## config.mk

```make
export PLATFORM = sky130hd
export DESIGN_NAME = register_file
export DESIGN_NICKNAME = d
export VERILOG_FILES = /design/src/rtl/register_file_pkg.sv /design/src/rtl/register_file_decoder_5to32.sv /design/src/rtl/register_file.sv
export SDC_FILE = /design/constraint.sdc
export NUM_CORES = 2
export LEC_CHECK = 0
export CORE_MARGIN = 2
export CORE_UTILIZATION = 30
export DETAILED_ROUTE_END_ITERATION = 10
export GPL_ROUTABILITY_DRIVEN = 0
export SYNTH_ARGS = -nofsm -noshare
export SYNTH_HDL_FRONTEND = slang
export SYNTH_SLANG_ARGS = --single-unit
```

## constraint.sdc

```tcl
create_clock -name clk -period 3.05 [get_ports clk]
set_input_delay 0.305 -clock clk [delete_from_list [all_inputs] [get_ports clk]]
set_output_delay 0.305 -clock clk [all_outputs]
set_load 0.01 [all_outputs]
```

## src/rtl/register_file_pkg.sv

```systemverilog
// Shared constants for the register file and the ALU datapath it feeds.
package register_file_pkg;
  localparam int DATA_W    = 32;
  localparam int ADDR_W    = 5;
  localparam int REG_COUNT = 2 ** ADDR_W;
  localparam int ZERO_REG  = 0;
endpackage

```

## src/rtl/register_file_decoder_5to32.sv

```systemverilog
// One-hot write-enable decoder; index 0 never enabled so r0 stays hardwired zero.
module decoder_5to32
  import register_file_pkg::*;
#(
  parameter int ADDR_W = register_file_pkg::ADDR_W
) (
  input  logic                 en,
  input  logic [ADDR_W-1:0]    addr,
  output logic [2**ADDR_W-1:0] onehot
);

  always_comb begin
    onehot       = '0;
    onehot[addr] = en;
    onehot[ZERO_REG] = 1'b0;
  end

endmodule

```

## src/rtl/register_file.sv

```systemverilog
// 2-read/1-write register file, r0 hardwired to zero, synchronous active-high reset.
// Define REGFILE_BYPASS_EN to forward same-cycle write data onto matching read ports.
module register_file
  import register_file_pkg::*;
#(
  parameter int DATA_W = register_file_pkg::DATA_W,
  parameter int ADDR_W = register_file_pkg::ADDR_W
) (
  input  logic              clk,
  input  logic              reset,
  input  logic              reg_write,
  input  logic [ADDR_W-1:0] write_reg,
  input  logic [DATA_W-1:0] write_data,
  input  logic [ADDR_W-1:0] read_reg1,
  input  logic [ADDR_W-1:0] read_reg2,
  output logic [DATA_W-1:0] read_data1,
  output logic [DATA_W-1:0] read_data2
);

  localparam int NREGS = 2 ** ADDR_W;

  logic [DATA_W-1:0] regs [NREGS];
  logic [NREGS-1:0]  wr_en;

  decoder_5to32 #(.ADDR_W(ADDR_W)) u_decoder (
    .en     (reg_write),
    .addr   (write_reg),
    .onehot (wr_en)
  );

  // Reset wins over a simultaneous write.
  always_ff @(posedge clk) begin
    if (reset) begin
      for (int i = 0; i < NREGS; i++) regs[i] <= '0;
    end else begin
      for (int i = 0; i < NREGS; i++) begin
        if (wr_en[i]) regs[i] <= write_data;
      end
    end
  end

  logic [DATA_W-1:0] stored1, stored2;
  logic              bypass1, bypass2;

  always_comb begin
    stored1 = (read_reg1 == ADDR_W'(ZERO_REG)) ? '0 : regs[read_reg1];
    stored2 = (read_reg2 == ADDR_W'(ZERO_REG)) ? '0 : regs[read_reg2];
  end

`ifdef REGFILE_BYPASS_EN
  // Forwarding is off during reset so nothing leaks past the clear.
  always_comb begin
    bypass1 = reg_write && !reset && (write_reg != ADDR_W'(ZERO_REG)) && (read_reg1 == write_reg);
    bypass2 = reg_write && !reset && (write_reg != ADDR_W'(ZERO_REG)) && (read_reg2 == write_reg);
  end
`else
  always_comb begin
    bypass1 = 1'b0;
    bypass2 = 1'b0;
  end
`endif

  always_comb begin
    read_data1 = bypass1 ? write_data : stored1;
    read_data2 = bypass2 ? write_data : stored2;
  end

endmodule

```

Word level (Yosys, flattened, before mapping)

Memory sizes are Yosys's and may differ from the RTL's.
Index checks and enable logic that the tools add are counted.

Bits in registers: 0
RAM bits: 1024
Input bits: 50
Logic and storage cells: 168
Memories: 1

Order comparisons: 2
Mux-type cells: 130
Bitwise operators: 32
Reductions and logical operators: 3

Memory list:

| name | depth | bits a word | rd ports | clocked after memory_dff | write ports | RTL line            | source |
|---|---|---|---|---|---|---|---|
| regs | 32    | 32          | 2        | 0                        | 32          | register_file.sv:22 | `logic [DATA_W-1:0] regs [NREGS];` |

Operators with widths:

| kind                 | number |
|---|---|
| $mux W32             | 33 |
| $mux W1              | 96 |
| $and A32 B32 Y32     | 1 |
| $or A1 B1 Y1         | 31 |
| $logic_not A5 Y1     | 2 |
| $lt A5 B6 Y1 const B | 1 |
| $demux W1 S5         | 1 |
| $ge A5 B1 Y1 const B | 1 |
| $logic_and A1 B1 Y1  | 1 |

Depth between registers and ports, before layout

Word-level depth: 9
Mapped depth: 8
Depth with buffers taken out: 4

By module

Synthesis repeated with hierarchy kept, for this count alone.

Cells, all modules: 3032
Area, all modules: 51424.3 µm²

By module, submodules not included:

| module        | instances | cells an instance | area each (µm²) | sequential area each (µm²) |
|---|---|---|---|---|
| register_file | 1         | 2984              | 51186.6         | 30749.5 |
| decoder_5to32 | 1         | 48                | 237.7           | 0.0 |

Least setup slack after synthesis

No wires, ideal clock.

Path type: in2reg
Start point: input port write_reg[1]
End point: memory regs[20][0], enable pin
Library setup time: 428 ps
Data arrival time: 2345 ps
Data required time: 2622 ps
Setup slack: 277 ps
Stages: 2
Cells stage by stage: or3b_2 -> o21bai_1

RTL lines:

| element     | RTL line            | source |
|---|---|---|
| from (decl) | register_file.sv:12 | `input logic [ADDR_W-1:0] write_reg,` |
| to (decl)   | register_file.sv:22 |  |

==> results.md <==
* Design area at 0.0603 mm^2
* Slew margin rel. at 0.388
* Final Hold Viols at 0
* FF/Latch Area at 0.0298 mm^2
* Number of DRC markers in iteration 0 at 3,804
* Area contributors post-synth: edfxtp_1 59%, mux2i_1 13%, mux4_2 5.4%, nor2_1 4.1%, o22ai_1 3.2%
* Switching share of power at 0.255
* Cells after Synth at 3,616
* Via count at 33,600
* Fmax at 332 MHz
* Biggest regs: regs: 992 flops
* Leakage power at 21.7 nW
* Synth Flop Type: edfxtp_1
* Gr ovfl total at 0
* Starting Density at 0.303
* Comb pwr share at 0.146
* Distinct cells, synth at 45
* Max Slew Vio Count at 0
* Status: finished clean
* Top reg by flops: regs
* # IOs at 114
* Part of the power in the clock network at 0.371
* Initial antenna violation count at 14
* Cts bufs inserted at 97
* Largest net degree at the start of global routing at 79
* PnR worst setup slack at 0.0357 ns
* Setup slack at placement at -0.414 ns
* Seq pwr share at 0.483
* CTS tree: built
* CP arrival at 2.71 ns
* Final Cycle Share at 0.988
* Synth top area share at 0.595
* Die H at 413 um
* Sw power at 8.68 mW
* Dpl cell area at 0.0566 mm^2
* PwrDens at 565 mW/mm^2
* DR pass1 iterations at 5
* VDD IR max at 0.000448 V
* Register bit total from synthesis at 992
* Drc violations at 0
* CTS Root Buffer Type: clkbuf_16
* Yosys warning count at 0
* Clock transition at the registers of the reported paths at 0.06 ns
* Detailed Place HPWL at 110 mm
* Hold EP: regs[12][1]$_SDFFCE_PN0P_
* Pint at 25.4 mW
* Core ar. at 0.165 mm^2
* Die X at 413 um
* Routed Antenna Nets at 0
* Sinks on Clock Net at 992
* Crit end category: primary output
* HP Start: reset
* WS Path Type: reg2out
* Commonest non-fill, non-tap cell in the layout: edfxtp_1
* Area leader, netlist: edfxtp_1
* # port buffers at 113
* Max reg flops at 992
* Most frequent cells in the layout: 992 x edfxtp_1, 641 x mux2i_1, 547 x nor2_1
* CTS hold repair buffers at 0
* Critical Path RT at 2.74 ns
* Clk buf depth at 3
* Final Setup Violations at 0
* Crit path launch type: register
* First-pass GRT wire length at 235 mm
* Sequential element share of the synthesized area at 0.595
* # Max-Cap Violations at 0
* Slew @ Worst Pin at 0.917 ns
* Min Tclk post-route at 3.01 ns
* Fraction of registers with async set/reset at 0
* Nets at 3,927
* Cells on Worst Hold Path at 3
* Row count at 149
* Filler cells at 15,600
* Final cell count without fillers at 6,155
* Post-Route WL at 162 mm
* Placed cells at 5,966
* CP Max Fanout at 2
* Gr usage total at 0.187
* Layout cells sized above 1 at 0.230
* EDFF count, synth at 992
* Multi-input logic area at 0.0190 mm^2
* Syn_area_per_cell at 13.9 um^2
* Vias in the first global route at 33,200
* DR WL/cell at 26.4 um
* Synthesized Nets at 3,666
* CTS H-tree depth at 3
* Total power at 34.1 mW
* Die area at 0.170 mm^2
* Synth Cell Area at 0.0501 mm^2
* Drt via density at 5.46
* Worst Hold Class: in2reg
* Syn-to-layout area delta at 20.4%
* RSZ-0062 raised after global routing: yes
* Final Util at 0.365
## how the worst max path moves through the flow
stage,start,cells after the start,to
after global placement,read_reg1[4],8,read_data1[11]
after floorplan,write_reg[1],2,regs[20][0]$_DFFE_PP_
after CTS,regs[12][20]$_SDFFCE_PN0P_,6,read_data2[20]
after global routing,regs[13][21]$_SDFFCE_PN0P_,7,read_data2[21]
after detailed placement,read_reg1[4],8,read_data1[11]
final,regs[15][11]$_SDFFCE_PN0P_,5,read_data1[11]
## power groups by stage
| stage | Combinational, mW | Sequential (mW) | Clock, mW |
|---|---|---|---|
| after detailed placement | 4.89 | 16.7 | 0 |
| after global placement | 4.87 | 16.7 | 0 |
| final | 4.99 | 16.5 | 12.6 |
| after floorplan | 2.74 | 16.6 | 0 |
| after global routing | 5.24 | 16.6 | 13.3 |
| after CTS | 4.96 | 16.4 | 12.8 |
## stage by stage
| stage | setup TNS, ns | hold slack (ns) |
|---|---|---|
| floorplan | 0 | 0.688 |
| global placement | -5.18 | 1.17 |
| detailed placement | -5.28 | 1.18 |
| CTS | 0 | 0.427 |
| global route | -0.00291 | 0.504 |
| finish | 0 | 0.433 |
## per-layer routing
layer	GRT usage	routed length, um	share of wire	up-vias
li1	-	-	-	14600
met1	0.259	68000	0.42	17200
met2	0.298	75200	0.46	1608
met3	0.0327	14200	0.088	271
met4	0.0591	4640	0.029	16
met5	0	102	0.00063	-
## synth_stat cells, drive strengths merged (31+ instances only)
| library cell | number |
|---|---|
| nor3 | 161 |
| buf | 155 |
| inv | 32 |
| nand2b | 57 |
| a221o | 63 |
| a211oi | 32 |
| nor2b | 36 |
| mux2i | 641 |
| mux2 | 64 |
| edfxtp | 992 |
| mux4 | 129 |
| a22o | 31 |
| nor4 | 32 |
| nor2 | 547 |
| o22ai | 256 |
| a21oi | 32 |
| a22oi | 63 |
| clkbuf | 202 |
| a31oi | 31 |
## layout make-up
type,instances,share of cell area
diodes,6,0.000249
clock buffers,113,0.0416
clock inverters,69,0.0129
inverters,32,0.00199
multi-input cells,2235,0.315
flip-flops and latches,992,0.494
well taps,2189,0.0454
repair buffers,519,0.0897
## repair_timing
action | in CTS | in global routing
setup buffers | 1 | 0
pin swaps | 23 | 4
setup endpoints to repair | 60 | 15
gates resized for setup | 104 | 15
## worst max-delay path, stage by stage (launching register included)
cell and delay (ns):
edfxtp_1 0.38, mux4_2 0.47, a22o_1 0.30, a31oi_4 0.22, nor3_2 0.12, clkdlybuf4s50_1 0.50
## cell families after synthesis
group | after synthesis | share of synthesized area
flops | 992 | 0.595
simple gates | 878 | 0.0845
mux | 834 | 0.201
compound gates | 523 | 0.0784
buf+inv | 389 | 0.0414
No activity file was read; power rests on OpenSTA's default activity.
